[config.mk]
export PLATFORM = sky130hd
export DESIGN_NAME = run_monitor
export DESIGN_NICKNAME = d
export VERILOG_FILES = /design/src/rtl/run_monitor.sv
export SDC_FILE = /design/constraint.sdc
export NUM_CORES = 1
export LEC_CHECK = 0
export ABC_CLOCK_PERIOD_IN_PS = 2600
export CORE_ASPECT_RATIO = 0.9
export CORE_UTILIZATION = 30
export CTS_BUF_LIST = sky130_fd_sc_hd__clkbuf_4 sky130_fd_sc_hd__clkbuf_8 sky130_fd_sc_hd__clkbuf_16
export CTS_CLUSTER_SIZE = 8
export DETAILED_ROUTE_END_ITERATION = 6
export GPL_TIMING_DRIVEN = 1
export PLACE_DENSITY = 0.54
export RECOVER_POWER = 100
export SLEW_MARGIN = 20
export SYNTH_ARGS = -nofsm -noshare
export SYNTH_HDL_FRONTEND = slang
export SYNTH_SLANG_ARGS = --single-unit
[constraint.sdc]
create_clock -name CLOCK -period 2.6 [get_ports CLOCK]
set_input_delay 0.52 -clock CLOCK [delete_from_list [all_inputs] [get_ports CLOCK]]
set_output_delay 0.52 -clock CLOCK [all_outputs]
set_load 0.005 [all_outputs]
[src/rtl/run_monitor.sv]
// End-of-run sequencer: detects the halt word, drains the pipeline, then streams the data RAM out.
// Optional watchdog enabled by defining RUN_MONITOR_TIMEOUT_EN (parameter TIMEOUT_CYCLES).
module run_monitor #(
    parameter int          DATA_W       = 32,
    parameter int          ADDR_W       = 9,
    parameter int          DUMP_DEPTH   = 512,
    parameter int          DRAIN_CYCLES = 2,
    parameter logic [31:0] HALT_WORD    = 32'hFFFF_FFFF,
    parameter int          CNT_W        = 32
`ifdef RUN_MONITOR_TIMEOUT_EN
    ,
    parameter int          TIMEOUT_CYCLES = 100000
`endif
) (
    input  logic              CLOCK,
    input  logic              RESET_N,
    input  logic [31:0]       instr_id,
    input  logic              instr_valid,
    output logic              cpu_run,
    output logic              mem_rd_en,
    output logic [ADDR_W-1:0] mem_rd_addr,
    input  logic [DATA_W-1:0] mem_rd_data,
    output logic              dump_valid,
    input  logic              dump_ready,
    output logic [ADDR_W-1:0] dump_addr,
    output logic [DATA_W-1:0] dump_data,
    output logic [CNT_W-1:0]  cycles,
    output logic              halted,
    output logic              done,
    output logic              timed_out
);

    typedef enum logic [2:0] {
        RUN,
        DRAIN,
        DUMP_RD,
        DUMP_WAIT,
        DUMP_OUT,
        DONE
    } state_t;

    localparam logic [ADDR_W-1:0] LAST_ADDR  = ADDR_W'(DUMP_DEPTH - 1);
    localparam logic [3:0]        DRAIN_LAST = 4'(DRAIN_CYCLES - 1);

    state_t state_q, state_d;

    logic [CNT_W-1:0]  cycles_q, cycles_d, cycles_inc;
    logic [3:0]        drain_cnt_q, drain_cnt_d;
    logic [ADDR_W-1:0] ptr_q, ptr_d;
    logic [ADDR_W-1:0] mem_rd_addr_q, mem_rd_addr_d;
    logic [ADDR_W-1:0] dump_addr_q, dump_addr_d;
    logic [DATA_W-1:0] dump_data_q, dump_data_d;
    logic              cpu_run_q, cpu_run_d;
    logic              mem_rd_en_q, mem_rd_en_d;
    logic              dump_valid_q, dump_valid_d;
    logic              halted_q, halted_d;
    logic              done_q, done_d;

    logic halt_hit;
    logic timeout_hit;
    logic start_drain;
    logic drain_last;
    logic last_word;

    // Counter saturates at all-ones instead of wrapping.
    assign cycles_inc  = (cycles_q == '1) ? cycles_q : cycles_q + CNT_W'(1);
    assign halt_hit    = (state_q == RUN) && instr_valid && (instr_id == HALT_WORD);
    assign start_drain = halt_hit || timeout_hit;
    assign drain_last  = (drain_cnt_q == DRAIN_LAST);
    assign last_word   = (ptr_q == LAST_ADDR);

`ifdef RUN_MONITOR_TIMEOUT_EN
    logic timed_out_q;

    // A halt on the same edge takes priority over the watchdog.
    assign timeout_hit = (state_q == RUN) && !halt_hit && (cycles_inc == CNT_W'(TIMEOUT_CYCLES));
    assign timed_out   = timed_out_q;

    always_ff @(posedge CLOCK or negedge RESET_N) begin
        if (!RESET_N) begin
            timed_out_q <= 1'b0;
        end else if (timeout_hit) begin
            timed_out_q <= 1'b1;
        end
    end
`else
    assign timeout_hit = 1'b0;
    assign timed_out   = 1'b0;
`endif

    // State register.
    // NOTE: sequential state uses non-blocking assignments so every flop samples pre-edge values.
    always_ff @(posedge CLOCK or negedge RESET_N) begin
        if (!RESET_N) begin
            state_q <= RUN;
        end else begin
            state_q <= state_d;
        end
    end

    // Next-state logic.
    // NOTE: a default assignment first keeps combinational blocks free of inferred latches.
    always_comb begin
        state_d = state_q;
        case (state_q)
            RUN:       if (start_drain) state_d = (DRAIN_CYCLES == 0) ? DUMP_RD : DRAIN;
            DRAIN:     if (drain_last) state_d = DUMP_RD;
            DUMP_RD:   state_d = DUMP_WAIT;
            DUMP_WAIT: state_d = DUMP_OUT;
            DUMP_OUT:  if (dump_ready) state_d = last_word ? DONE : DUMP_RD;
            DONE:      state_d = DONE;
            default:   state_d = RUN;
        endcase
    end

    // Output logic: next values for every registered output, keyed off current and next state.
    always_comb begin
        cycles_d     = cycles_q;
        halted_d     = halted_q;
        drain_cnt_d  = drain_cnt_q;
        ptr_d        = ptr_q;
        dump_valid_d = dump_valid_q;
        dump_addr_d  = dump_addr_q;
        dump_data_d  = dump_data_q;
        case (state_q)
            RUN: begin
                cycles_d = cycles_inc;
                if (halt_hit) halted_d = 1'b1;
                if (start_drain) drain_cnt_d = '0;
            end
            DRAIN: begin
                cycles_d    = cycles_inc;
                drain_cnt_d = drain_cnt_q + 4'd1;
            end
            DUMP_WAIT: begin
                dump_data_d  = mem_rd_data;
                dump_addr_d  = ptr_q;
                dump_valid_d = 1'b1;
            end
            DUMP_OUT: begin
                if (dump_ready) begin
                    dump_valid_d = 1'b0;
                    if (!last_word) ptr_d = ptr_q + ADDR_W'(1);
                end
            end
            default: ;
        endcase
        cpu_run_d     = (state_d == RUN) || (state_d == DRAIN);
        mem_rd_en_d   = (state_d == DUMP_RD);
        mem_rd_addr_d = (state_d == DUMP_RD) ? ptr_d : mem_rd_addr_q;
        done_d        = (state_d == DONE);
    end

    always_ff @(posedge CLOCK or negedge RESET_N) begin
        if (!RESET_N) begin
            cycles_q      <= '0;
            halted_q      <= 1'b0;
            drain_cnt_q   <= '0;
            ptr_q         <= '0;
            cpu_run_q     <= 1'b1;
            mem_rd_en_q   <= 1'b0;
            mem_rd_addr_q <= '0;
            dump_valid_q  <= 1'b0;
            dump_addr_q   <= '0;
            dump_data_q   <= '0;
            done_q        <= 1'b0;
        end else begin
            cycles_q      <= cycles_d;
            halted_q      <= halted_d;
            drain_cnt_q   <= drain_cnt_d;
            ptr_q         <= ptr_d;
            cpu_run_q     <= cpu_run_d;
            mem_rd_en_q   <= mem_rd_en_d;
            mem_rd_addr_q <= mem_rd_addr_d;
            dump_valid_q  <= dump_valid_d;
            dump_addr_q   <= dump_addr_d;
            dump_data_q   <= dump_data_d;
            done_q        <= done_d;
        end
    end

    assign cycles      = cycles_q;
    assign halted      = halted_q;
    assign cpu_run     = cpu_run_q;
    assign mem_rd_en   = mem_rd_en_q;
    assign mem_rd_addr = mem_rd_addr_q;
    assign dump_valid  = dump_valid_q;
    assign dump_addr   = dump_addr_q;
    assign dump_data   = dump_data_q;
    assign done        = done_q;

endmodule

==> impl_metrics.py <==
metrics = {
    "sta": {
        "finClkSkew_ns": 0.007000,
        "report.final.slew_viol_count": 0,
        "setup_viol": 0,
        "timing.fmax_mhz": 437.6,
        "hold_viol_final": 0,
        "period_needed_ns": 2.285,
        "fin_ws_ns": 0.3149,
        "relSlewSlack": 0.4607,
        "fin_crit_sh": 0.8789,
        "rsz0062_at_grt": "false",
        "tns_ns": 0,
        "tightest_slew_ns": 0.8089,
    },
    "clock_tree": {
        "cts_setup_buffers": 0,
        "worst_setup_hold_path_clk_slew_ns": 0.07,
        "cts_root_buf": "clkbuf_16",
        "cts_tree": "built",
        "clk_latency_ns": 0.35,
        "cts_max_path_buffers": 2,
        "cts_buffers": 9,
        "cts.repair.resized": 0,
        "ctsHtreeMaxLevel": 3,
        "clock-sinks": 103,
        "ctsHoldBuffers": 0,
    },
    "setup_path": {
        "cp_max_fo": 33,
        "cp-startpoint": "state_q[2]$_DFF_PN0_",
        "path_class": "flip-flop to flip-flop",
        "rrSetupSlack_ns": 0.31,
        "r2r_start": "state_q[2]$_DFF_PN0_",
        "end_kind": "flip-flop",
        "reg2regPathDepth": 4,
        "reg2reg_to": "dump_data[2]$_DFFE_PN0P_",
        "worstPathRequired_ns": 2.82,
        "worstSetupStartpointType": "flip-flop",
        "endpoint": "dump_data[2]$_DFFE_PN0P_",
        "arrival_ns": 2.51,
    },
    "logic_synthesis": {
        "synth_top_area_share": 0.5591,
        "synthTopCellsByArea": "dfrtp_1 (56%), mux2_2 (9.4%), xnor2_1 (6.7%)",
        "synth.distinct_cells": 47,
        "yosysWarnings": 0,
        "async_reset_ff_frac": 1.000,
        "synth_seq_cells": 103,
        "synthesis.area_mm2": 0.004566,
        "syn_inst": 386,
        "yosys.area.top_type": "dfrtp_1",
        "synth_top_flop_cell": "dfrtp_1",
        "seq_area_frac_synth": 0.5648,
        "synth_nets": 458,
        "syn_avg_cell_area_um2": 11.83,
        "synth-edff-count": 0,
    },
    "final_layout": {
        "layout-drive-gt1-share": 0.1275,
        "nets": 616,
        "final_cell_mix": "dfrtp_1 (102), dlygate4sd3_1 (87), clkdlybuf4s50_1 (66)",
        "final_common_cell": "dfrtp_1",
        "n_antenna_cell": 0,
        "syn2layout_area_growth_pct": 44.53,
        "nFillCells": 1409,
    },
    "placed_design": {
        "pre_cts_ws_ns": 0.3429,
        "place.detailed.hpwl_mm": 8.089,
        "numPortBuffers": 154,
        "globalplace.congestion": 0.8262,
    },
    "die": {
        "die-area_mm2": 0.01572,
        "io_pins": 156,
        "initial_core_util": 0.3092,
        "die_w_um": 132.0,
        "rows": 42,
        "dieHeight_um": 119.0,
        "core_area_mm2": 0.01477,
    },
    "route": {
        "ant_nets": 0,
        "viasPerCell": 4.672,
        "num_vias": 3490,
        "wl_per_cell_um": 14.80,
        "drc": 0,
        "drtPass1Iterations": 4,
        "drtIter0Drc": 127,
        "wl_mm": 11.05,
    },
    "status": {
        "status": "complete, no violations",
    },
    "power": {
        "power_density_mw_per_mm2": 482.2,
        "ir_drop_v": 0.0002802,
        "p_leak_uw": 0.002872,
    },
    "grt": {
        "grt_max_degree": 62,
        "grt_pass1_wl_mm": 18.51,
        "grt_overflow": 0,
        "grt_pass1_vias": 3563,
        "grt_use_total": 0.1495,
        "antenna_found_initial": 0,
    },
    "flow_run": {
        "maxCapViolations": 0,
    },
    "hold_path": {
        "min_path_type": "input pin to async pin",
    },
}
-- worst max-delay path, cell delays in order, from the launching register on --
cell	delay, ns
dfrtp_1	0.48
inv_1	0.09
nand3_1	0.44
buf_2	0.72
mux2_2	0.42
-- synth_stat cells (all sizes together), types with 2 or more instances --
master	count
or2	2
a21boi	2
nand2b	3
nand2	28
buf	11
ha	4
or3	3
nand3	31
inv	10
o22ai	3
and3	9
a21o	2
xnor2	35
mux2	42
o21ai	14
a311oi	3
nor3	5
nor4	5
a31oi	3
clkbuf	2
nor2	19
and2	5
a21oi	9
nor3b	2
nand4	24
dfrtp	102
-- worst min-delay path by stage --
stage | from | end | slack [ns] | depth (start not counted)
finish | RESET_N | cycles[15]$_DFFE_PN0P_ | 0.24 | 1
floorplan | RESET_N | cycles[0]$_DFFE_PN0P_ | 0.22 | 0
global placement | RESET_N | cycles[15]$_DFFE_PN0P_ | 0.39 | 1
CTS | RESET_N | cycles[10]$_DFFE_PN0P_ | 0.008 | 1
global route | RESET_N | cycles[10]$_DFFE_PN0P_ | 0.32 | 1
detailed placement | RESET_N | cycles[15]$_DFFE_PN0P_ | 0.39 | 1
-- through the flow --
stage,area (um2),utilization,hold WS [ns],power (uW),std cells
after CTS,6650,0.4503,0.007914,3263,747
after detailed placement,6350,0.4300,0.3903,1893,731
after global placement,6350,0.4300,0.3864,1888,731
after global routing,6599,0.4469,0.3210,3321,747
final,6599,0.4469,0.2385,3182,747
after floorplan,4566,-,0.2244,1698,386
-- sequential cells by signal, summed over array words and instances, names as in the netlist --
signal and count:
mem_rd_en 1, mem_rd_addr 9, cycles 32, done 1, ptr_q 9, halted 1
drain_cnt_q 4, state_q 3, dump_addr 9, dump_valid 1, dump_data 32, cpu_run 1
-- report_power, final --
part | internal [uW] | switching, uW | total, uW | leakage, uW
sequential | 1630 | 10.5 | 1640 | 0.00131
combinational | 141 | 65.6 | 207 | 0.00141
clock | 764 | 573 | 1340 | 0.000148
-- cell type report --
type	count	area, um2	share of cell area
Sequential cell	103	2579	0.3908
Multi-Input combinational cell	260	1858	0.2816
Timing Repair Buffer	160	1577	0.2389
Clock buffer	14	287.8	0.04361
Tap cell	198	247.7	0.03754
Inverter	10	37.54	0.005688
Clock inverter	2	12.51	0.001896
-- cell families after synthesis --
kind of cell               count (synthesis)  synth area share
muxes                                     42            0.1044
buffers and inverters                     23           0.02521
DFF                                      103            0.5648
and+or+nand+nor                          139            0.1740
other                                      1         0.0008214
AOI/OAI and AO/OA                         38           0.05070
adders and majority gates                  4           0.01096
xor gates and xnor gates                  36           0.06906
-- routing by layer --
layer,track usage,wire length [um],part of all wire
met4,0.04070,118,0.011
met1,0.1884,5066,0.46
met3,0.04640,569,0.051
met5,0,0,0
met2,0.2470,5300,0.48
Note: power is estimated with default switching activity, not from simulation.
